**config.mk**
```make
export PLATFORM = sky130hd
export DESIGN_NAME = add_share_arbiter_flat
export DESIGN_NICKNAME = d
export VERILOG_FILES = /design/src/rtl/add_share_arbiter_if.sv /design/src/rtl/add_share_arbiter.sv /design/src/flat_wrapper.sv
export SDC_FILE = /design/constraint.sdc
export NUM_CORES = 1
export LEC_CHECK = 0
export BUFFER_PORTS_ARGS = -buffer_cell sky130_fd_sc_hd__buf_2
export CORE_MARGIN = 3
export CORE_UTILIZATION = 28
export DETAILED_ROUTE_END_ITERATION = 12
export GPL_TIMING_DRIVEN = 0
export SKIP_CTS_REPAIR_TIMING = 1
export SLEW_MARGIN = 20
export SYNTH_ARGS = -nofsm -noshare
export SYNTH_HDL_FRONTEND = slang
export SYNTH_SLANG_ARGS = --single-unit
```
**constraint.sdc**
```tcl
create_clock -name clk -period 1.9 [get_ports clk]
set_input_delay 0 -clock clk [delete_from_list [all_inputs] [get_ports clk]]
set_output_delay 0 -clock clk [all_outputs]
set_load 0.05 [all_outputs]
```
**src/rtl/add_share_arbiter_if.sv**
```systemverilog
// Bundle of the requester, shared-adder and response signals of add_share_arbiter.
// slave: the arbiter's view. master: the environment's view (requesters, adder, consumers).
interface add_share_arbiter_if #(
  parameter int N = 32
);
  logic         req0_valid;
  logic         req1_valid;
  logic [N-1:0] req0_a;
  logic [N-1:0] req0_b;
  logic [N-1:0] req1_a;
  logic [N-1:0] req1_b;
  logic         req0_cin;
  logic         req1_cin;
  logic         req0_ready;
  logic         req1_ready;
  logic [N-1:0] add_a;
  logic [N-1:0] add_b;
  logic         add_ci;
  logic [N-1:0] add_so;
  logic         add_co;
  logic         rsp0_valid;
  logic         rsp1_valid;
  logic [N-1:0] rsp_sum;
  logic         rsp_cout;
  logic         rsp0_ready;
  logic         rsp1_ready;
  logic         busy;

  modport slave (
    input  req0_valid, req1_valid, req0_a, req0_b, req1_a, req1_b, req0_cin, req1_cin,
    input  add_so, add_co, rsp0_ready, rsp1_ready,
    output req0_ready, req1_ready, add_a, add_b, add_ci,
    output rsp0_valid, rsp1_valid, rsp_sum, rsp_cout, busy
  );

  modport master (
    output req0_valid, req1_valid, req0_a, req0_b, req1_a, req1_b, req0_cin, req1_cin,
    output add_so, add_co, rsp0_ready, rsp1_ready,
    input  req0_ready, req1_ready, add_a, add_b, add_ci,
    input  rsp0_valid, rsp1_valid, rsp_sum, rsp_cout, busy
  );
endinterface

```
**src/rtl/add_share_arbiter.sv**
```systemverilog
// Two-requester round-robin arbiter time-sharing one external ripple-carry adder.
// The block never adds: it registers the winner's operands onto the adder inputs,
// waits SETTLE cycles, then captures the adder's sum/carry for the owning requester.
module add_share_arbiter #(
  parameter int N      = 32,
  parameter int SETTLE = 2
) (
  input  logic                 clk,
  input  logic                 rst_n,
  add_share_arbiter_if.slave   bus
);

  typedef enum logic [1:0] {
    ST_IDLE = 2'd0,
    ST_ADD  = 2'd1,
    ST_RESP = 2'd2
  } state_e;

  // Settle counter is loaded with SETTLE-1 so ADD lasts exactly SETTLE cycles.
  localparam logic [3:0] CNT_LOAD = 4'(SETTLE - 1);

  state_e       state_q;
  logic [3:0]   cnt_q;
  logic         last_q;
  logic         owner_q;
  logic         en_q;
  logic [N-1:0] add_a_q;
  logic [N-1:0] add_b_q;
  logic         add_ci_q;
  logic [N-1:0] sum_q;
  logic         cout_q;

  logic         gnt_s;
  logic         take_s;
  logic         rsp_hs_s;

  // Round-robin pick: a tie goes to the requester that did not win last time.
  always_comb begin
    gnt_s = 1'b0;
    if (bus.req0_valid && bus.req1_valid) begin
      gnt_s = ~last_q;
    end else if (bus.req1_valid) begin
      gnt_s = 1'b1;
    end else begin
      gnt_s = 1'b0;
    end
  end

  // en_q keeps ready low for the first cycle after reset release.
  assign take_s   = en_q && (state_q == ST_IDLE) && (bus.req0_valid || bus.req1_valid);
  assign rsp_hs_s = (state_q == ST_RESP) && (owner_q ? bus.rsp1_ready : bus.rsp0_ready);

  // Transaction FSM: accept, settle the adder, hold the result until consumed.
  always_ff @(posedge clk or negedge rst_n) begin
    if (!rst_n) begin
      state_q  <= ST_IDLE;
      cnt_q    <= 4'd0;
      last_q   <= 1'b1;
      owner_q  <= 1'b0;
      en_q     <= 1'b0;
      add_a_q  <= '0;
      add_b_q  <= '0;
      add_ci_q <= 1'b0;
      sum_q    <= '0;
      cout_q   <= 1'b0;
    end else begin
      en_q <= 1'b1;
      case (state_q)
        ST_IDLE: begin
          if (take_s) begin
            add_a_q  <= gnt_s ? bus.req1_a   : bus.req0_a;
            add_b_q  <= gnt_s ? bus.req1_b   : bus.req0_b;
            add_ci_q <= gnt_s ? bus.req1_cin : bus.req0_cin;
            owner_q  <= gnt_s;
            last_q   <= gnt_s;
            cnt_q    <= CNT_LOAD;
            state_q  <= ST_ADD;
          end
        end
        ST_ADD: begin
          if (cnt_q == 4'd0) begin
            sum_q   <= bus.add_so;
            cout_q  <= bus.add_co;
            state_q <= ST_RESP;
          end else begin
            cnt_q <= cnt_q - 4'd1;
          end
        end
        ST_RESP: begin
          if (rsp_hs_s) begin
            state_q <= ST_IDLE;
          end
        end
        default: begin
          state_q <= ST_IDLE;
        end
      endcase
    end
  end

  assign bus.req0_ready = take_s && !gnt_s;
  assign bus.req1_ready = take_s && gnt_s;
  assign bus.add_a      = add_a_q;
  assign bus.add_b      = add_b_q;
  assign bus.add_ci     = add_ci_q;
  assign bus.rsp0_valid = (state_q == ST_RESP) && !owner_q;
  assign bus.rsp1_valid = (state_q == ST_RESP) && owner_q;
  assign bus.rsp_sum    = sum_q;
  assign bus.rsp_cout   = cout_q;
  assign bus.busy       = (state_q != ST_IDLE);

endmodule
```
**src/flat_wrapper.sv**
```systemverilog
// flat-port wrapper written by rule: the top's interface ports become plain ports
module add_share_arbiter_flat 
#(
  parameter int N      = 32,
  parameter int SETTLE = 2
)
  (clk, rst_n, bus_req0_valid, bus_req1_valid, bus_req0_a, bus_req0_b, bus_req1_a, bus_req1_b, bus_req0_cin, bus_req1_cin, bus_add_so, bus_add_co, bus_rsp0_ready, bus_rsp1_ready, bus_req0_ready, bus_req1_ready, bus_add_a, bus_add_b, bus_add_ci, bus_rsp0_valid, bus_rsp1_valid, bus_rsp_sum, bus_rsp_cout, bus_busy);
  add_share_arbiter_if #(.N(N)) bus_i ();
  input  logic clk;
  input  logic rst_n;
  input wire logic [$bits(bus_i.req0_valid)-1:0] bus_req0_valid;
  input wire logic [$bits(bus_i.req1_valid)-1:0] bus_req1_valid;
  input wire logic [$bits(bus_i.req0_a)-1:0] bus_req0_a;
  input wire logic [$bits(bus_i.req0_b)-1:0] bus_req0_b;
  input wire logic [$bits(bus_i.req1_a)-1:0] bus_req1_a;
  input wire logic [$bits(bus_i.req1_b)-1:0] bus_req1_b;
  input wire logic [$bits(bus_i.req0_cin)-1:0] bus_req0_cin;
  input wire logic [$bits(bus_i.req1_cin)-1:0] bus_req1_cin;
  input wire logic [$bits(bus_i.add_so)-1:0] bus_add_so;
  input wire logic [$bits(bus_i.add_co)-1:0] bus_add_co;
  input wire logic [$bits(bus_i.rsp0_ready)-1:0] bus_rsp0_ready;
  input wire logic [$bits(bus_i.rsp1_ready)-1:0] bus_rsp1_ready;
  output wire logic [$bits(bus_i.req0_ready)-1:0] bus_req0_ready;
  output wire logic [$bits(bus_i.req1_ready)-1:0] bus_req1_ready;
  output wire logic [$bits(bus_i.add_a)-1:0] bus_add_a;
  output wire logic [$bits(bus_i.add_b)-1:0] bus_add_b;
  output wire logic [$bits(bus_i.add_ci)-1:0] bus_add_ci;
  output wire logic [$bits(bus_i.rsp0_valid)-1:0] bus_rsp0_valid;
  output wire logic [$bits(bus_i.rsp1_valid)-1:0] bus_rsp1_valid;
  output wire logic [$bits(bus_i.rsp_sum)-1:0] bus_rsp_sum;
  output wire logic [$bits(bus_i.rsp_cout)-1:0] bus_rsp_cout;
  output wire logic [$bits(bus_i.busy)-1:0] bus_busy;
  assign bus_i.req0_valid = bus_req0_valid;
  assign bus_i.req1_valid = bus_req1_valid;
  assign bus_i.req0_a = bus_req0_a;
  assign bus_i.req0_b = bus_req0_b;
  assign bus_i.req1_a = bus_req1_a;
  assign bus_i.req1_b = bus_req1_b;
  assign bus_i.req0_cin = bus_req0_cin;
  assign bus_i.req1_cin = bus_req1_cin;
  assign bus_i.add_so = bus_add_so;
  assign bus_i.add_co = bus_add_co;
  assign bus_i.rsp0_ready = bus_rsp0_ready;
  assign bus_i.rsp1_ready = bus_rsp1_ready;
  assign bus_req0_ready = bus_i.req0_ready;
  assign bus_req1_ready = bus_i.req1_ready;
  assign bus_add_a = bus_i.add_a;
  assign bus_add_b = bus_i.add_b;
  assign bus_add_ci = bus_i.add_ci;
  assign bus_rsp0_valid = bus_i.rsp0_valid;
  assign bus_rsp1_valid = bus_i.rsp1_valid;
  assign bus_rsp_sum = bus_i.rsp_sum;
  assign bus_rsp_cout = bus_i.rsp_cout;
  assign bus_busy = bus_i.busy;
  add_share_arbiter #(.N(N), .SETTLE(SETTLE)) u_core (.clk(clk), .rst_n(rst_n), .bus(bus_i));
endmodule
```
[Word level (Yosys, flattened, before mapping)]
Cells that the tools add are included.
W data, S select, Z words.
Storage, ports and cells
  register bits after elaboration: 107
  output and inout port bits: 103
Cells by class
  bitwise operators: 1
  add/sub/neg operators: 1
  reduce and logical (&&, ||, !) cells: 19
  equal/unequal tests: 6
  muxes and demuxes: 13
Operator list (number)
  $mux W32: 2
  $logic_and A1 B1 Y1: 8
  $mux W4: 2
  $pmux W4 S2: 1
  $mux W2: 3
  $ne A2 B1 Y1 const B: 3
  $pmux W2 S3: 1
  $reduce_and A3 Y1: 2
  $logic_not A4 Y1: 1
  $mux W1: 4
  $reduce_and A2 Y1: 2
  $reduce_bool A2 Y1: 2
  $sub A4 B1 Y4 const B: 1
  $eq A2 B1 Y1 const B: 1
  $eq A2 B2 Y1 const B: 1
  $logic_not A1 Y1: 2
  $logic_not A2 Y1: 1
  $ne A2 B2 Y1 const B: 1
  $logic_or A1 B1 Y1: 1
  $not A1 Y1: 1

[Longest topological paths before layout]
Gate-level depths: netlist of the first run.
  word-level depth: 5
  mapped depth: 7

[Least setup slack after synthesis of the first run]
OpenSTA, ideal clock, no wires.
  kind: register to register
  start: register u_core.cnt_q[0]
  end: register u_core.cout_q, in the netlist u_core.bus.rsp_cout
  setup slack: 78 ps
  clock period less this slack: 1822 ps
  data arrival time: 1697 ps
  stages on the path, launching flop included: 8
  cell sequence: dfrtp_1 > inv_1 > ha_1 > or3b_4 > nand2b_4 > buf_6 > buf_6 > mux2_4
On the way
  word-level cells in the longest chain between the ends: 2
RTL lines
  start, declared: line add_share_arbiter.sv:23  | logic [3:0] cnt_q;
  start signal, assigned: line add_share_arbiter.sv:86  | cnt_q <= cnt_q - 4'd1;
  $logic_not A4 Y1: line add_share_arbiter.sv:81  | if (cnt_q == 4'd0) begin
  $reduce_and A2 Y1 (no line)
  end signal, assigned: line add_share_arbiter.sv:83  | cout_q <= bus.add_co;
  end, declared: line add_share_arbiter.sv:31  | logic cout_q;
No other way between the ends.
A chain may end at the register's enable or synchronous reset.

[Final worst setup path of the first run]
  start: register u_core.cnt_q[1]
  end: register u_core.sum_q[10], in the netlist u_core.bus.rsp_sum[10]
On the way
  word-level cells in the longest chain between the ends: 2
RTL lines
  $logic_not A4 Y1: line add_share_arbiter.sv:81
  $reduce_and A2 Y1 (no line)
  end signal, assigned: line add_share_arbiter.sv:82  | sum_q <= bus.add_so;
  end, declared: line add_share_arbiter.sv:30  | logic [N-1:0] sum_q;
No other way between the ends.

==> run metrics, run 1 <==
Pleak 4.26 nW; R2R setup slack 0.04 ns; Root Driver clkbuf_16; Max rail drop VDD 1.12 mV; worst path required time 2.12 ns; CP Class reg2reg; Routed WL 18300 um; Synth area leader dfrtp_1; Synth async-reset ratio 1.00; worst-case reg-to-reg path depth 6; post-route cell area 8510 um^2; TritonCTS clock tree done; clock-pin slew on the worst setup and hold paths 0.07 ns; setup tns final 0 ns; Synth top cells by count dfrtp_1 (106), a221o_1 (65), a21boi_0 (64), mux2_4 (29), buf_2 (14); crit path capture type flip-flop; FMAX 537 MHz; Util after Layout 0.524; Detail Placement HPWL 11700 um; Critical Path End u_core.bus.rsp_sum[10]$_DFFE_PN0P_; period utilization 0.980; Yosys warning count 0; share of cells above drive strength 1 0.450; filler cell count 1378; Starting Density 0.292; final setup fails 0; Slew Viols, Final 0; Nets 969; Register Area 2680 um^2; CTS H-tree depth 3; vias per cell 4.84; die width 136 um; vias after detailed routing 4937; routability congestion estimate 0.754; Power Dens Cells 1710 nW/um^2; FP Rows 46; DRC 0; simple logic cell fraction of the synthesized area 0.0266; total power 14.5 mW; RSZ-0062 raised after global routing true; Min Clock Period, post-route 1.86 ns; DP Cell Count 831; # port buffers 271; Place WS -0.537 ns; WHS 0.169 ns; area of the die 18600 um^2; drt first-iter violations 217; Fin. Hold Viols 0; Placed Area 6410 um^2; Cell Area, Synth 4750 um^2; multi-input logic area 1870 um^2; Final WS setup 0.0387 ns; hold crit path type in2async; startpoint class of the critical path flip-flop; RR Endpoint u_core.bus.rsp_sum[10]$_DFFE_PN0P_; first-pass iteration count of the detailed router 4; Yosys top cell area share 0.559; first-pass GRT wire length 23300 um; Synth Area in Adders 0.00527; routed length per instance 17.9 um; setup skew after layout 0.0102 ns; post-route insts no fill 1019; DRT antenna net count 0; Synth Flop Type dfrtp_1; distinct cell type count after synthesis 32; count leader, synth dfrtp_1; Synth area leaders dfrtp_1 (56%), a221o_1 (14%), a21boi_0 (10%); mux cell area share after synthesis 0.104; Post-Syn Instances 343; WP data arrival 2.09 ns; CTS sink cnt 107; Num CTS Buffers 9; EDFF count, synth 0; Synth Area in Compound Gates 0.255; Core Area 16200 um^2; die height 136 um; main combinational cell family by area after synthesis compound AO/OA/AOI/OAI gates; Syn-to-layout area delta 79.2%; flops & latches, synth 107; Max FO, Critical Path 10; CP Launch Point u_core.cnt_q[1]$_DFFE_PN0P_; initial antenna violation count 0; xor/xnor share of the synthesized area 0; worst r2r src u_core.cnt_q[1]$_DFFE_PN0P_; GRT Resource Usage Total 0.161; largest net degree at the start of global routing 57; status finished clean; Max Root-Sink Buffers 2; sequential area share after synthesis 0.564; I/O Pins 272; diode count 0; syn_nets 514; Worst-Skew Late Latency 0.35 ns; vias in the first global route 4366; GRT overflow 0; Max Cap Viol 0; Mapped Avg Cell Area 13.8 um^2
## sequential cells by signal (all words and copies together), names as in the netlist
signal and count:
u_core.bus.add_ci 1, u_core.bus.add_a 32, u_core.last_q 1, u_core.owner_q 1, u_core.state_q 2, u_core.bus.rsp_cout 1, u_core.bus.rsp_sum 32, u_core.bus.add_b 32
u_core.cnt_q 4, u_core.en_q 1
## worst max-delay path: stages (launching register included)
cell      delay (ns)
dfrtp_1         0.40
inv_2           0.09
ha_4            0.13
or3b_4          0.38
nand2b_4        0.23
buf_12          0.20
mux2_4          0.30
## routing by layer
layer / vias to the layer above / routed length [um] / GRT usage
met5: - / 0 / 0
met4: 0 / 299 / 0.0493
met3: 24 / 1250 / 0.0415
met2: 261 / 9220 / 0.272
met1: 2408 / 7500 / 0.202
li1: 2244 / - / -
## cell families (layout without fill, tap and decap cells)
group           count (synthesis)  count (layout)
flops                         107             107
simple gates                   20              20
compound gates                140             140
fa+ha+maj                       2               2
buf+inv                        39             499
mux                            34              34
other cells                     1               1
## cell usage in the layout, fill, tap and decap left out, types with 3 or more instances in the layout
cell	synthesis	routed
buf_6	5	4
nor2_1	4	4
mux2_2	5	5
dfrtp_1	106	106
dlygate4sd3_1	0	166
a21boi_0	64	64
clkbuf_1	12	9
nand2_1	3	3
inv_1	5	3
buf_2	14	277
buf_4	3	11
clkbuf_2	0	4
and3_1	4	4
clkbuf_16	0	10
a221o_1	65	65
mux2_4	29	29
a21oi_1	3	3
clkbuf_4	0	4
## final cells by class
class                      instances  share of cell area
inverter                           5             0.00221
sequential                       107               0.315
tap                              216              0.0318
buffer                            31              0.0251
clock buffer                      13              0.0306
multi-input combinational        197               0.220
clock inverter                     3             0.00544
timing repair buffer             447               0.370
## report_power, final
part,internal [mW],switching (mW)
logic,2.94,5.64
clock network,1.10,0.841
registers,3.38,0.642
total,7.42,7.12
## worst min path at each step
stage / cells past startpoint / endpoint / slack, ns
after floorplan: 0 / u_core.bus.add_a[0]$_DFFE_PN0P_ / -0.30
after global placement: 2 / u_core.bus.add_a[3]$_DFFE_PN0P_ / 0.23
after detailed placement: 1 / u_core.bus.rsp_sum[2]$_DFFE_PN0P_ / -0.02
after CTS: 1 / u_core.bus.rsp_sum[2]$_DFFE_PN0P_ / -0.40
after global routing: 2 / u_core.bus.rsp_sum[28]$_DFFE_PN0P_ / 0.20
final: 2 / u_core.bus.rsp_sum[23]$_DFFE_PN0P_ / 0.17
Note: power is estimated with default switching activity, not from simulation.
==> run 2, diff against run 1 <==
==> constraint.sdc (replaced) <==
create_clock -name clk -period 1.9 [get_ports clk]
set_input_delay 0 -clock clk [delete_from_list [all_inputs] [get_ports clk]]
set_output_delay 0 -clock clk [all_outputs]
set_load 0.005 [all_outputs]
==> run metrics, run 2 (synthesis gave the netlist of run 1 again) <==
DRT antenna net count 0 (unchanged); total power 10.9 mW (-25%); setup skew after layout 0.00817 ns (-0.00203 ns); die width 136 um (unchanged); die height 136 um (unchanged); slowest stage delay, CP 0.41 ns (about the same); status finished clean; Core Area 16200 um^2 (unchanged); period utilization 0.982 (+0.00221); Register Area 2680 um^2 (about the same); Max Root-Sink Buffers 2 (unchanged); Min Clock Period, post-route 1.87 ns (+0.00419 ns); vias in the first global route 4366 (unchanged); drt first-iter violations 220 (+1.4%); Final WS setup 0.0345 ns (-0.00419 ns); GRT overflow 0 (unchanged); M1 wire length 7540 um (+0.48%); Detail Placement HPWL 11700 um (unchanged); Pleak 4.27 nW (+0.18%); initial antenna violation count 0 (unchanged); Worst-Skew Late Latency 0.35 ns (about the same); multi-input logic area 1870 um^2 (unchanged); first-pass GRT wire length 23300 um (unchanged); CP cell instances inv_2 > ha_4 > or3b_4 > nand2b_4 > buf_12 > mux2_4; CP max stage cell dfrtp_1; worst path required time 2.12 ns (about the same); RSZ-0062 raised after global routing true; setup tns final 0 ns (unchanged); vias per cell 4.82 (-0.42%); commonest non-fill, non-tap cell in the layout buf_2; clock-pin slew on the worst setup and hold paths 0.07 ns (about the same); Met3 Wirelength 1210 um (-2.9%); GRT Resource Usage Total 0.161 (unchanged); largest net degree at the start of global routing 57 (unchanged); CTS sink cnt 107 (unchanged); Num CTS Buffers 9 (unchanged); CP Class reg2reg; Slew Viols, Final 0 (unchanged); Routed WL 18300 um (about the same); Nets 970 (+0.10%); WHS 0.170 ns (+0.000392 ns); final setup fails 0 (unchanged); CTS H-tree depth 3 (unchanged); crit path capture type flip-flop; DRC 0 (unchanged); Starting Density 0.292 (unchanged); Max FO, Critical Path 10 (unchanged); routed length per instance 17.9 um (-0.11%); area of the die 18600 um^2 (unchanged); most frequent cells in the layout buf_2 (276), dlygate4sd3_1 (166), dfrtp_1 (105); FP Rows 46 (unchanged); Max Cap Viol 0 (unchanged); I/O Pins 272 (unchanged); FMAX 536 MHz (-0.22%); # port buffers 271 (unchanged); TritonCTS clock tree done; share of cells above drive strength 1 0.451 (+0.00193); WP data arrival 2.09 ns (about the same); diode count 0 (unchanged); vias after detailed routing 4921 (-0.32%); Root Driver clkbuf_16; uppermost layer routed met4; routability congestion estimate 0.754 (unchanged); met2 wire len 9150 um (-0.78%); startpoint class of the critical path flip-flop; filler cell count 1371 (-0.51%); Place WS -0.537 ns (unchanged); hold crit path type in2async; first-pass iteration count of the detailed router 4 (unchanged); Power Dens Cells 1280 nW/um^2 (-25%); Max rail drop VDD 0.541 mV (-52%); Fin. Hold Viols 0 (unchanged); Syn-to-layout area delta 79.9%
==> run 2: final cells by class <==
class	count	share of cell area
Timing Repair Buffer	447	0.367
Clock inverter	3	0.00542
Multi-Input combinational cell	197	0.220
Clock buffer	13	0.0305
Inverter	5	0.00220
Sequential cell	107	0.314
Tap cell	216	0.0317
Buffer	32	0.0295
==> run 2: worst paths after layout <==
kind                            slack (ns)                                from  depth (start not counted)                            endpoint
worst min register to register        0.51  u_core.bus.rsp_sum[26]$_DFFE_PN0P_                          1  u_core.bus.rsp_sum[26]$_DFFE_PN0P_
worst min-delay path                  0.17                               rst_n                          2  u_core.bus.rsp_sum[23]$_DFFE_PN0P_
max in group asynchronous             1.08                               rst_n                          3    u_core.bus.add_b[27]$_DFFE_PN0P_
worst max register to register        0.03         u_core.cnt_q[1]$_DFFE_PN0P_                          6  u_core.bus.rsp_sum[10]$_DFFE_PN0P_
worst max-delay path                  0.03         u_core.cnt_q[1]$_DFFE_PN0P_                          6  u_core.bus.rsp_sum[10]$_DFFE_PN0P_
min in group clk                      0.23                      bus_req0_valid                          5           u_core.last_q$_DFFE_PN1P_
==> run 2: through the flow <==
step	cell area, um^2	cells	util
6_report	8540	1020	0.526
4_1_cts	6710	847	0.414
3_5_place_dp	6410	831	0.395
3_3_place_gp	6370	830	0.393
2_1_floorplan	4750	343	-
5_1_grt	8540	1020	0.526
==> run 2: metal layers <==
layer	vias to the layer above	global-route usage
li1	2243	-
met1	2401	0.202
met2	249	0.272
met3	28	0.0415
met4	0	0.0493
met5	-	0
==> run 2: worst max-delay path: cells and delay by family (launching register included) <==
| kind | cells | cell delay, ns |
|---|---|---|
| DFF | 1 | 0.41 |
| buffers and inverters | 2 | 0.29 |
| muxes | 1 | 0.30 |
| adders and majority gates | 1 | 0.13 |
| and+or+nand+nor | 2 | 0.61 |
==> run 2: power breakdown <==
group	switching [mW]	leakage [nW]	internal (mW)
sequential	0.641	1.30	3.39
clock	0.843	0.146	1.10
combinational	2.05	2.82	2.93
==> run 3, diff against run 2 <==
Settings changed: CORE_UTILIZATION 28 to 30.
==> run metrics, run 3 (synthesis gave the netlist of run 1 again) <==
Root Driver clkbuf_16; Routed WL 18600 um (+1.7%); Min Clock Period, post-route 1.89 ns (+0.0292 ns); Syn-to-layout area delta 79.5%; # port buffers 271 (unchanged); setup skew after layout 0.00851 ns (+0.000343 ns); routability congestion estimate 0.776 (+3.0%); TritonCTS clock tree done; WP data arrival 2.13 ns (+0.04 ns); clock-pin slew on the worst setup and hold paths 0.07 ns (about the same); vias in the first global route 4480 (+2.6%); Fin. Hold Viols 0 (unchanged); vias per cell 4.86 (+0.80%); Rel. slew slack 0.660; drt first-iter violations 191 (-13%); die width 132 um (-3.2%); area of the die 17400 um^2 (-6.4%); CP max stage cell or3b_4; Pleak 4.28 nW (+0.12%); Max Cap Viol 0 (unchanged); filler cell count 1236 (-9.8%); period utilization 0.997 (+0.0154); CP Class reg2reg; Max Root-Sink Buffers 2 (unchanged); Max FO, Critical Path 6 (-4); first-pass iteration count of the detailed router 6 (+2); slowest stage delay, CP 0.41 ns (about the same); largest net degree at the start of global routing 56 (-1.8%); Slew Viols, Final 0 (unchanged); GRT overflow 0 (unchanged); initial antenna violation count 0 (unchanged); Place WS -0.427 ns (+0.110 ns); first-pass GRT wire length 24000 um (+3.0%); commonest non-fill, non-tap cell in the layout buf_2; GRT Resource Usage Total 0.171 (+0.00983); FMAX 528 MHz (-1.5%); CP cell instances inv_2 > ha_4 > or3b_4 > nand2b_4 > clkbuf_16 > mux2_4; Final WS setup 0.00526 ns (-0.0292 ns); FP Rows 45 (-2.2%); Core Area 15300 um^2 (-5.6%); worst path required time 2.13 ns (about the same); Power Dens Cells 1280 nW/um^2 (+0.18%); critical path's top delay family simple AND/OR/NAND/NOR gates; share of cells above drive strength 1 0.454 (+0.00249); Starting Density 0.310 (+0.0175); DRC 0 (unchanged); Max rail drop VDD 0.638 mV (+18%); Num CTS Buffers 9 (unchanged); Detail Placement HPWL 11400 um (-2.9%); hold crit path type in2async; Least-Margin Pin Slew 0.510 ns; final setup fails 0 (unchanged); startpoint class of the critical path flip-flop; DRT antenna net count 0 (unchanged); Worst-Skew Late Latency 0.35 ns (about the same); RSZ-0062 raised after global routing true; die height 132 um (-3.2%); WHS 0.175 ns (+0.00562 ns); CTS H-tree depth 3 (unchanged); routed length per instance 18.3 um (+2.1%); vias after detailed routing 4941 (+0.41%); total power 10.9 mW (about the same); CTS sink cnt 107 (unchanged); crit path capture type flip-flop; status finished clean; Nets 971 (+0.10%); CP Buf/Inv Count 2 (unchanged); most frequent cells in the layout buf_2 (282), dlygate4sd3_1 (166), dfrtp_1 (106); I/O Pins 272 (unchanged)
run 3: power by group:
group          internal, mW  leakage, nW  switching (mW)  total (mW)
Clock                  1.03        0.140           0.881        1.91
Sequential             3.38         1.30           0.633        4.02
Combinational          2.94         2.83            2.08        5.02
Total                  7.35         4.28            3.59        10.9
run 3: stage by stage:
step / instances / TNS (ns) / utilization / instance area, um^2
2_1_floorplan: 343 / 0 / - / 4750
3_3_place_gp: 825 / -63.28 / 0.416 / 6370
3_5_place_dp: 826 / -22.00 / 0.418 / 6400
4_1_cts: 841 / -24.65 / 0.438 / 6700
5_1_grt: 1015 / -0.714 / 0.556 / 8520
6_report: 1016 / 0 / 0.556 / 8520
run 3: final cells by class:
type / instances / area, um^2 / share of cell area
diodes: 1 / 2.50 / 0.000294
plain buffers: 32 / 219 / 0.0257
clock buffers: 9 / 225 / 0.0264
clock inverters: 6 / 73.8 / 0.00866
inverters: 5 / 18.8 / 0.00220
multi-input cells: 198 / 1880 / 0.221
flip-flops and latches: 107 / 2680 / 0.314
well taps: 211 / 264 / 0.0310
repair buffers: 447 / 3150 / 0.370
run 3: path summary, 6_finish.rpt:
check	start	to	slack [ns]	depth (start not counted)
min reg2reg	u_core.bus.rsp_sum[0]$_DFFE_PN0P_	u_core.bus.rsp_sum[0]$_DFFE_PN0P_	0.50	1
min in group clk	bus_req0_valid	u_core.last_q$_DFFE_PN1P_	0.28	5
max in group asynchronous	rst_n	u_core.last_q$_DFFE_PN1P_	1.04	3
max	u_core.cnt_q[1]$_DFFE_PN0P_	u_core.bus.rsp_sum[11]$_DFFE_PN0P_	0.005	6
min	rst_n	u_core.bus.rsp_sum[1]$_DFFE_PN0P_	0.18	2
max reg2reg	u_core.cnt_q[1]$_DFFE_PN0P_	u_core.bus.rsp_sum[11]$_DFFE_PN0P_	0.005	6
run 3: routing by layer:
| metal | global-route usage | routed length (um) |
|---|---|---|
| met1 | 0.214 | 7630 |
| met2 | 0.285 | 9450 |
| met3 | 0.0519 | 1040 |
| met4 | 0.0525 | 461 |
| met5 | 0 | 0 |
